### src/rtl/line_code_pkg.sv
// Shared code points and buffer state encoding for the one-hot line encoder
// and its decoder counterpart, so both benches agree on the loop-back mapping.
package line_code_pkg;

    localparam logic [1:0] CODE_W1 = 2'b00;
    localparam logic [1:0] CODE_W2 = 2'b01;
    localparam logic [1:0] CODE_W3 = 2'b10;
    localparam logic [1:0] CODE_W4 = 2'b11;

    localparam logic [1:0] ST_EMPTY = 2'd0;
    localparam logic [1:0] ST_ONE   = 2'd1;
    localparam logic [1:0] ST_FULL  = 2'd2;

    typedef struct packed {
        logic [1:0] code;
        logic       err;
    } enc_entry_t;

endpackage

### src/rtl/onehot4_enc.sv
// Combinational 4-line priority encoder: highest active line wins, and any
// word that is not exactly one-hot raises err.
module onehot4_enc
    import line_code_pkg::*;
(
    input  logic w1,
    input  logic w2,
    input  logic w3,
    input  logic w4,
    output logic a,
    output logic b,
    output logic err
);

    logic [1:0] code;
    logic [2:0] ones;

    always_comb begin
        if (w4)      code = CODE_W4;
        else if (w3) code = CODE_W3;
        else if (w2) code = CODE_W2;
        else         code = CODE_W1;
    end

    assign ones = {2'b00, w1} + {2'b00, w2} + {2'b00, w3} + {2'b00, w4};
    assign err  = (ones != 3'd1);
    assign a    = code[1];
    assign b    = code[0];

endmodule

### src/rtl/line_encoder_4to2.sv
// Clocked 4-to-2 line encoder: valid/ready input, 2-entry result buffer and a
// saturating count of accepted non-one-hot words.
module line_encoder_4to2
    import line_code_pkg::*;
#(
    parameter int ERR_CNT_W = 8
) (
    input  logic                 clk,
    input  logic                 rst,
    input  logic                 in_valid,
    output logic                 in_ready,
    input  logic                 w1,
    input  logic                 w2,
    input  logic                 w3,
    input  logic                 w4,
    output logic                 out_valid,
    input  logic                 out_ready,
    output logic                 a,
    output logic                 b,
    output logic                 out_err,
    output logic [ERR_CNT_W-1:0] err_count
);

    logic [1:0]           state_q, state_d;
    enc_entry_t           head_q, head_d, tail_q, tail_d, new_ent;
    logic [ERR_CNT_W-1:0] cnt_q, cnt_d;
    logic                 enc_a, enc_b, enc_err;
    logic                 push, pop;

    function automatic logic [ERR_CNT_W-1:0] sat_inc(input logic [ERR_CNT_W-1:0] v);
        return (&v) ? v : v + ERR_CNT_W'(1);
    endfunction

    onehot4_enc u_enc (
        .w1  (w1),
        .w2  (w2),
        .w3  (w3),
        .w4  (w4),
        .a   (enc_a),
        .b   (enc_b),
        .err (enc_err)
    );

    assign new_ent = {enc_a, enc_b, enc_err};

    // in_ready depends only on registered state and rst, never on out_ready.
    assign in_ready  = (state_q != ST_FULL) && !rst;
    assign out_valid = (state_q != ST_EMPTY);
    assign push      = in_valid && in_ready;
    assign pop       = out_valid && out_ready;

    // Storage is not reset, so the head is masked while the buffer is empty.
    assign a         = out_valid & head_q.code[1];
    assign b         = out_valid & head_q.code[0];
    assign out_err   = out_valid & head_q.err;
    assign err_count = cnt_q;

    always_comb begin
        state_d = state_q;
        head_d  = head_q;
        tail_d  = tail_q;
        cnt_d   = cnt_q;
        case (state_q)
            ST_EMPTY: begin
                if (push) begin
                    head_d  = new_ent;
                    state_d = ST_ONE;
                end
            end
            ST_ONE: begin
                if (push && pop) begin
                    head_d = new_ent;
                end else if (push) begin
                    tail_d  = new_ent;
                    state_d = ST_FULL;
                end else if (pop) begin
                    state_d = ST_EMPTY;
                end
            end
            ST_FULL: begin
                if (pop) begin
                    head_d  = tail_q;
                    state_d = ST_ONE;
                end
            end
            default: state_d = ST_EMPTY;
        endcase
        if (push && new_ent.err) begin
            cnt_d = sat_inc(cnt_q);
        end
    end

    always_ff @(posedge clk) begin
        if (rst) begin
            state_q <= ST_EMPTY;
            cnt_q   <= '0;
        end else begin
            state_q <= state_d;
            cnt_q   <= cnt_d;
        end
    end

    always_ff @(posedge clk) begin
        head_q <= head_d;
        tail_q <= tail_d;
    end

endmodule

### config.mk
export PLATFORM = sky130hd
export DESIGN_NAME = line_encoder_4to2
export DESIGN_NICKNAME = d
export VERILOG_FILES = /design/src/rtl/line_code_pkg.sv /design/src/rtl/onehot4_enc.sv /design/src/rtl/line_encoder_4to2.sv
export SDC_FILE = /design/constraint.sdc
export NUM_CORES = 1
export LEC_CHECK = 0
export CORE_UTILIZATION = 48
export DETAILED_ROUTE_END_ITERATION = 16
export GPL_ROUTABILITY_DRIVEN = 0
export PLACE_DENSITY = 0.76
export SYNTH_ARGS = -nofsm -noshare
export SYNTH_HDL_FRONTEND = slang
export SYNTH_SLANG_ARGS = --single-unit
### constraint.sdc
create_clock -name clk -period 2.93 [get_ports clk]
set_input_delay 0.586 -clock clk [delete_from_list [all_inputs] [get_ports clk]]
set_output_delay 0.586 -clock clk [all_outputs]
set_load 0.05 [all_outputs]
==> impl_results.rst, run 1 <==
.. list-table::
   :header-rows: 1

   * - Metric
     - Value
   * - Run status
     - finished clean
   * - Leakage component of the power
     - roughly 0.4 nW
   * - Count of boundary I/O pins
     - 21
   * - Total count of max-transition violations in the final report
     - 0
   * - Total CTS buffers
     - 3
   * - Initial cell density of the core
     - between 50% and 60%
   * - Mapped cell area
     - around 900 sq um
   * - Post-CTS repair timing setup buffer count
     - 0
   * - Final antenna diode count
     - 0
   * - Total global routing track utilization
     - a little over a fifth
   * - Die ar.
     - roughly 0.0020 sq mm
   * - Post-synth net total
     - around 100
   * - Via count of the first global-routing pass
     - a little under 700
   * - Synthesized area divided by synthesized cell count
     - 9.86 sq um
   * - # clock sinks
     - 16
   * - Wire per inst
     - around 14 um
   * - Crit path launch type
     - input port
   * - Signal arrival time at the worst endpoint
     - 3.00 ns
   * - Tcrit/Tclk final
     - between 90 and 100%
   * - PostCTS Resize Cnt
     - 0
   * - Largest area contributor in the synthesized netlist
     - sky130_fd_sc_hd__dfxtp_1
   * - Library cells used by synthesis
     - 33
   * - Clock-pin slew on the worst setup and hold paths
     - 0.10 ns
   * - Maximum level of the CTS H-tree
     - 1
   * - CTS tree
     - done
   * - Share of the synthesized area in the top cell type
     - 22.3%
   * - Synthesized flop and latch total
     - 16
   * - Req. time, crit path
     - between 3 and 4 ns
   * - Proportion of layout cells with a drive suffix above 1
     - around 8.1%
   * - CP startpoint
     - w2
   * - Pin count of the biggest net entering global routing
     - 14
   * - Fin worst setup slack
     - around 0.16 ns
   * - Sum of overflow across all layers after global routing
     - 0
   * - Residual DRC count
     - 0
   * - Initial detailed-routing violation count
     - 13
   * - IO Port Bufs
     - 20
   * - Cell at the root of the clock tree
     - sky130_fd_sc_hd__clkbuf_4
   * - Power density over the cells
     - ~430 mW/mm^2
   * - Layout overhead on the synthesized area
     - 27.9%
   * - Reg-to-reg slack, setup
     - between 0.9 and 1 ns
   * - Antenna viol nets, final
     - 0
   * - Most numerous cell in the Yosys netlist
     - sky130_fd_sc_hd__dfxtp_1
   * - Slew of the pin with the lowest slew margin
     - a little under 0.6 ns
   * - Largest cells by area after synthesis
     - sky130_fd_sc_hd__dfxtp_1 (22%), sky130_fd_sc_hd__edfxtp_1 (20%), sky130_fd_sc_hd__ha_1 (4.2%)
   * - Via count normalized by instance count
     - 5.49
   * - Class of the worst hold path
     - reg -> reg
   * - Instance count of the mapped netlist
     - 91
   * - Worst setup path end
     - err_count[5]
   * - Critical path class
     - in -> reg
   * - First-pass iteration count of the detailed router
     - 4
   * - Final setup violation count
     - 0
   * - Peak VDD IR
     - approximately 220 uV
   * - Crit. End Element
     - flip-flop
   * - Shortest period the worst path allows
     - 2.77 ns
   * - Reg2reg path depth
     - 4
   * - Y dimension of the die
     - ~45 um
   * - Max-slew headroom
     - ~61%
   * - Peak clock frequency supported by timing
     - ~360 MHz
   * - Final non-filler cell area
     - around 0.0011 sq mm
   * - Post-place setup slack
     - -0.148 ns
   * - Number of placement rows
     - 15
   * - Number of violations of the max-capacitance limit
     - 0
   * - DPL Wire Length
     - 1.38 mm
   * - Wire length of the first global-routing pass
     - between 2 and 3 mm
   * - Top cells by instance count after synthesis
     - sky130_fd_sc_hd__dfxtp_1 (10), sky130_fd_sc_hd__inv_1 (7), sky130_fd_sc_hd__edfxtp_1 (6), sky130_fd_sc_hd__nand2_1 (6)
   * - Maximum clock insertion buffer count
     - 2
   * - Cell area after placement
     - ~0.0011 sq mm
   * - Initial antenna violation count
     - 0
   * - Most used flip-flop cell after synthesis
     - sky130_fd_sc_hd__dfxtp_1
   * - Total vias in the final route
     - 747
   * - Critical register-to-register path endpoint
     - head_q[1]
   * - Die width
     - around 45 um
   * - Hold Fails Final Rpt
     - 0
   * - Unrepaired setup endpoints after global routing
     - no
   * - Number of buffers inserted for hold repair after clock tree synthesis
     - 0
   * - Crit Reg-Reg Startpoint
     - state_q[0]
   * - Core Box Area
     - roughly 0.0017 sq mm
   * - Clock insertion delay at the later pin of the skew report
     - between 0.2 and 0.3 ns
   * - Number of enable-type register cells in the synthesized netlist
     - 6
   * - Share of async-settable or async-resettable flops after synthesis
     - 0%
   * - Total wire length after detailed routing
     - between 1.5 and 2 mm
   * - Post-layout nets
     - approximately 120
   * - Final setup skew
     - between 0.007 and 0.008 ns
   * - Number of warnings printed during yosys synthesis
     - 0
   * - Portion of the post-synthesis area used by sequential elements
     - ~42%
   * - CP max FO
     - 13
critical path: stages:
cell,delay [ns]
sky130_fd_sc_hd__clkdlybuf4s50_1,0.45
sky130_fd_sc_hd__ha_1,0.30
sky130_fd_sc_hd__inv_1,0.05
sky130_fd_sc_hd__fa_1,0.35
sky130_fd_sc_hd__inv_1,0.06
sky130_fd_sc_hd__ha_1,0.12
sky130_fd_sc_hd__or3_1,0.18
sky130_fd_sc_hd__nand4_4,0.20
sky130_fd_sc_hd__or4_1,0.56
sky130_fd_sc_hd__a21oi_1,0.16
worst min path at each step:
stage | from | to | depth (start not counted)
6_report | err_count[7] | err_count[7] | 2
4_1_cts | err_count[7] | err_count[7] | 2
3_3_place_gp | err_count[7] | err_count[7] | 2
2_1_floorplan | state_q[0] | state_q[1] | 2
5_1_grt | err_count[7] | err_count[7] | 2
3_5_place_dp | err_count[7] | err_count[7] | 2
cells by family after synthesis:
group	count (synthesis)	synth area share (%)
compound gates	19	14.8
buf+inv	12	6.83
fa+ha+maj	4	6.42
simple gates	36	24.8
mux	4	4.74
flops	16	42.4
where the power goes:
part           total (mW)  internal (mW)  switching (mW)
clock network       0.150         0.0758          0.0743
logic               0.102         0.0421          0.0599
registers           0.245          0.239         0.00585
total               0.497          0.357           0.140
layout make-up:
cell class | instances | area (sq um)
Clock buffer | 4 | 36.3
Fill cell | 149 | 598
Inverter | 7 | 26.3
Multi-Input combinational cell | 63 | 455
Sequential cell | 16 | 380
Tap cell | 25 | 31.3
Timing Repair Buffer | 21 | 218
routing by layer:
layer	vias to the layer above	GRT usage [%]	part of all wire [%]
met5	-	0	0
met4	0	17.0	3.9
met3	7	5.60	3.0
met2	19	32.2	48
met1	342	24.1	45
li1	379	-	-
flip-flops by register name, indices dropped and copies added (netlist names):
name	cells
err_count	8
head_q	3
state_q	2
tail_q	3
through the flow:
step / utilization [%] / setup TNS [ns] / power [mW] / hold slack, ns / instances
4_1_cts: 65.7 / 0 / 0.501 / 0.522 / 136
6_report: 65.7 / 0 / 0.497 / 0.523 / 136
2_1_floorplan: - / 0 / 0.317 / 0.496 / 91
5_1_grt: 65.7 / 0 / 0.517 / 0.551 / 136
3_3_place_gp: 63.7 / -0.0722 / 0.349 / 0.501 / 132
3_5_place_dp: 63.7 / -0.652 / 0.352 / 0.504 / 132
cell usage in the layout (no fill, tap or decap), types with 3 or more instances in the layout:
cell type	Yosys	routed
sky130_fd_sc_hd__a21oi_1	5	5
sky130_fd_sc_hd__clkbuf_4	0	3
sky130_fd_sc_hd__clkdlybuf4s50_1	0	19
sky130_fd_sc_hd__dfxtp_1	10	10
sky130_fd_sc_hd__edfxtp_1	6	6
sky130_fd_sc_hd__ha_1	3	3
sky130_fd_sc_hd__inv_1	7	7
sky130_fd_sc_hd__nand2_1	6	6
sky130_fd_sc_hd__nand3b_1	3	3
sky130_fd_sc_hd__nand4_1	3	3
sky130_fd_sc_hd__nor2_1	5	5
sky130_fd_sc_hd__nor2b_1	5	5
sky130_fd_sc_hd__o311ai_0	3	3
sky130_fd_sc_hd__or4_1	4	4
Note: power is estimated with default switching activity, not from simulation.
==> run 2: changes to the inputs <==
--- a/config.mk
+++ b/config.mk
@@ -5,10 +5,10 @@
 export SDC_FILE = /design/constraint.sdc
 export NUM_CORES = 1
 export LEC_CHECK = 0
-export CORE_UTILIZATION = 48
+export CORE_UTILIZATION = 50
 export DETAILED_ROUTE_END_ITERATION = 16
 export GPL_ROUTABILITY_DRIVEN = 0
-export PLACE_DENSITY = 0.76
+export PLACE_DENSITY = 0.79
 export SYNTH_ARGS = -nofsm -noshare
 export SYNTH_HDL_FRONTEND = slang
 export SYNTH_SLANG_ARGS = --single-unit
==> constraint.sdc (replaced) <==
create_clock -name clk -period 3.3 [get_ports clk]
set_input_delay 0.66 -clock clk [delete_from_list [all_inputs] [get_ports clk]]
set_output_delay 0.66 -clock clk [all_outputs]
set_load 0.05 [all_outputs]
==> impl_results.rst, run 2 (same netlist as run 1, synthesis figures left out) <==
.. list-table::
   :header-rows: 1

   * - Metric
     - Value
   * - Proportion of layout cells with a drive suffix above 1
     - 7.27%
   * - Slew of the pin with the lowest slew margin
     - ~0.58 ns
   * - Pin count of the biggest net entering global routing
     - 14
   * - Total CTS buffers
     - 3
   * - Post-CTS repair timing setup buffer count
     - 0
   * - CP max FO
     - 13
   * - Maximum level of the CTS H-tree
     - 1
   * - Signal arrival time at the worst endpoint
     - between 3 and 4 ns
   * - Initial cell density of the core
     - 56.3%
   * - Y dimension of the die
     - around 44 um
   * - Total wire length after detailed routing
     - 1.68 mm
   * - Layout overhead on the synthesized area
     - 25.5%
   * - CTS tree
     - done
   * - Start point of the worst hold path
     - err_count[7]
   * - Met2 layer wire length in the routed design
     - 786 um
   * - Antenna viol nets, final
     - 0
   * - Via count of the first global-routing pass
     - around 650
   * - Crit Reg-Reg Startpoint
     - state_q[0]
   * - Wire per inst
     - 12.6 um
   * - Final antenna diode count
     - 0
   * - Highest layer used for signal routing
     - met4
   * - Total vias in the final route
     - approximately 730
   * - Final setup skew
     - between 0.005 and 0.006 ns
   * - First-pass iteration count of the detailed router
     - 4
   * - Sum of overflow across all layers after global routing
     - 0
   * - Initial antenna violation count
     - 0
   * - Number of violations of the max-capacitance limit
     - 0
   * - Clock-pin slew on the worst setup and hold paths
     - approximately 0.09 ns
   * - Tcrit/Tclk final
     - 84.5%
   * - Core Box Area
     - between 0.0015 and 0.002 sq mm
   * - Total count of max-transition violations in the final report
     - 0
   * - Hold Fails Final Rpt
     - 0
   * - Wire length of the first global-routing pass
     - ~2.8 mm
   * - Via count normalized by instance count
     - ~5.5
   * - Endpoint of the worst hold-timing path
     - err_count[7]
   * - Maximum clock insertion buffer count
     - 2
   * - Peak clock frequency supported by timing
     - between 300 and 400 MHz
   * - Filler Cells Inserted
     - 124
   * - Cell at the root of the clock tree
     - sky130_fd_sc_hd__clkbuf_4
   * - Leakage component of the power
     - around 0.4 nW
   * - Run status
     - finished clean
   * - Critical register-to-register path endpoint
     - head_q[1]
   * - Number of placement rows
     - 14
   * - Number of flip-flops in the largest register
     - 8
   * - Critical-path cell with the highest stage delay
     - sky130_fd_sc_hd__or4_1
   * - Detailed-routed wire length on met3
     - about 51 um
   * - Critical path class
     - in -> reg
   * - Setup total negative slack
     - 0 ns
   * - Max-slew headroom
     - around three fifths
   * - Clock insertion delay at the later pin of the skew report
     - 0.28 ns
   * - Commonest non-fill, non-tap cells in the layout
     - sky130_fd_sc_hd__clkdlybuf4s50_1 (19), sky130_fd_sc_hd__dfxtp_1 (10), sky130_fd_sc_hd__inv_1 (7)
   * - Maximum cell stage delay along the critical path
     - around 0.54 ns
   * - Post-layout nets
     - between 100 and 150
   * - Crit. End Element
     - flip-flop
   * - Residual DRC count
     - 0
   * - Shortest period the worst path allows
     - roughly 2.8 ns
   * - Power density over the cells
     - 383 mW/mm^2
   * - Req. time, crit path
     - 3.52 ns
   * - Count of boundary I/O pins
     - 21
   * - Cells along the critical path
     - clkdlybuf4s50_1 > ha_1 > inv_1 > fa_1 > inv_1 > ha_1 > or3_1 > nand4_4 > or4_1 > a21oi_1
   * - Area taken by flip-flops and latches
     - 380 sq um
   * - Footprint of the multi-input gates
     - between 400 and 500 sq um
   * - Die width
     - about 44 um
   * - PostCTS Resize Cnt
     - 0
   * - Fin worst setup slack
     - ~0.51 ns
   * - Most common library cell in the layout ignoring fill and taps
     - sky130_fd_sc_hd__clkdlybuf4s50_1
   * - Unrepaired setup endpoints after global routing
     - no
   * - Peak VDD IR
     - roughly 240 uV
   * - Crit path launch type
     - input port
   * - Total global routing track utilization
     - between 20% and 30%
   * - IO Port Bufs
     - 20
   * - Die ar.
     - about 0.002 sq mm
   * - Initial detailed-routing violation count
     - 10
   * - Number of buffers inserted for hold repair after clock tree synthesis
     - 0
   * - Cells on Worst Hold Path
     - 2
   * - Total routed wire length on the met1 layer
     - 828 um
   * - # clock sinks
     - 16
   * - Class of the worst hold path
     - reg -> reg
   * - Reg2reg path depth
     - 4
   * - Reg-to-reg slack, setup
     - 1.40 ns
   * - Post-place setup slack
     - 0.200 ns
   * - DPL Wire Length
     - roughly 1.2 mm
   * - Final setup violation count
     - 0
run 2: cell count changes in the layout (fill, tap and decap cells not counted):
cell                     delta
sky130_fd_sc_hd__buf_12     -1
run 2: where the power goes:
part | internal (mW) | switching [mW] | total [mW]
clock network | 0.0672 | 0.0606 | 0.128
registers | 0.212 | 0.00524 | 0.217
logic | 0.0344 | 0.0513 | 0.0857
total | 0.314 | 0.117 | 0.431
run 2: routing by layer:
metal	up-vias	track usage [%]
met5	-	0
met4	0	12.7
met3	2	3.67
met2	14	31.8
met1	338	25.8
li1	380	-
run 2: how the worst max path moves through the flow:
stage / endpoint / cells past startpoint / from / slack (ns)
final: err_count[5] / 10 / w2 / 0.51
after global routing: err_count[5] / 10 / w2 / 0.39
after CTS: err_count[7] / 10 / w2 / 0.52
after detailed placement: err_count[7] / 10 / w2 / 0.20
after global placement: err_count[5] / 10 / w2 / 0.26
after floorplan: err_count[2] / 10 / w1 / 0.76
run 2: layout make-up:
class / count / share of cell area, %
multi-input combinational: 63 / 40.4
sequential: 16 / 33.8
timing repair buffer: 20 / 17.6
clock buffer: 4 / 3.22
tap: 24 / 2.67
inverter: 7 / 2.33
run 2: critical path, delay by kind of cell:
kind,cells,cell delay [ns]
adders and majority gates,3,0.75
buffers and inverters,3,0.53
and+or+nand+nor,3,0.91
AOI/OAI and AO/OA,1,0.15
run 2: metrics by stage:
stage | instances | util, % | hold slack, ns | cell area, sq um | power [mW]
3_3_place_gp | 130 | 68.4 | 0.496 | 1090 | 0.307
4_1_cts | 134 | 70.6 | 0.522 | 1130 | 0.437
2_1_floorplan | 91 | - | 0.496 | 897 | 0.281
5_1_grt | 134 | 70.6 | 0.564 | 1130 | 0.452
3_5_place_dp | 130 | 68.4 | 0.506 | 1090 | 0.308
6_report | 134 | 70.6 | 0.528 | 1130 | 0.431
==> variant (config.mk and constraints of run 1) <==
`ERR_CNT_W`: 8 -> 6.
--- a/src/rtl/line_encoder_4to2.sv
+++ b/src/rtl/line_encoder_4to2.sv
@@ -3,7 +3,7 @@
 module line_encoder_4to2
     import line_code_pkg::*;
 #(
-    parameter int ERR_CNT_W = 8
+    parameter int ERR_CNT_W = 6
 ) (
     input  logic                 clk,
     input  logic                 rst,
Ports: changed (resized err_count); port bits go from 21 to 19. The function was not compared with the original's and may differ.
==> variant against run 1 <==
- highest routed layer unchanged
- sequential cell count down 2
- critical path depth is the same
- setup slack improved by 0.0028 ns
- routed wire length is 28% lower
- critical path type unchanged
- cell area down 16%
- power is 13% lower
- via count shrank 23%
- non-clock buffer count down 3
- synthesized area decreased by 15%
==> variant: results (changes against run 1) <==
status: "finished clean"
synthCells: 74  # -19%
path_max_fanout: 10  # -3
synthesis.nets: 86  # -17%
finalWirelength_um: 1350  # -28%
grt_pass1_vias: 512  # -24%
fillers: 140  # -6.0%
grt_start_max_net_pins: 11  # -3
dp_slack_ns: -0.149  # -0.000882 ns
cp_slowest_stage_delay_ns: 0.46  # -0.10 ns
synth.area.top_cells: "edfxtp_1 (24%), dfxtp_1 (21%), ha_1 (4.9%)"
multi_input_area_share_pct: 38.6  # -1.1 points
grt_first_pass_wirelength_um: 2220  # -24%
skew_ns: 0.00101  # -0.00625 ns
placement.io_buffers: 18  # -10%
largest_reg_flops: 6  # -2
fin_nets: 106  # -15%
dp.cells: 105  # -20%
vias_per_cell: 5.25  # -4.5%
clock_area_share_pct: 2.73  # -0.43 points
seq_cells: 14  # -2
final-nonclk-buf-share_pct: 18.5  # -0.51 points
synthesis.area_um2: 766  # -15%
p_leak_uw: 0.000358  # -12%
multi_input_comb_cells: 50  # -21%
regArea_um2: 340  # -11%
yosysSeqAreaShare_pct: 44.4  # +2.0 points
n_all_buffers: 18  # -14%
yosysUniqueCellTypes: 30  # -9.1%
placed_area_um2: 936  # -16%
vias: 572  # -23%
==> variant: kinds of logic after synthesis <==
kind of cell	count (synthesis)	synth area share [%]
fa+ha+maj	4	7.52
simple gates	26	18.5
xor+xnor	1	1.14
flops	14	44.4
mux	5	6.86
buf+inv	10	7.03
compound gates	14	14.5
==> variant: worst paths after layout <==
| check | end | depth (start not counted) | slack [ns] | from |
|---|---|---|---|---|
| max | err_count[1]$_SDFFE_PP0P_ | 10 | 0.16 | w2 |
| min | err_count[5]$_SDFFE_PP0P_ | 1 | 0.51 | err_count[5]$_SDFFE_PP0P_ |
| max reg2reg | err_count[5]$_SDFFE_PP0P_ | 4 | 1.32 | state_q[0]$_SDFFE_PP0P_ |
| min reg2reg | err_count[5]$_SDFFE_PP0P_ | 1 | 0.51 | err_count[5]$_SDFFE_PP0P_ |
==> variant: layer usage <==
layer,routed length (um),track usage (%)
met2,633,25.3
met5,0,0
met1,661,22.8
met4,10,8.39
met3,40,2.61
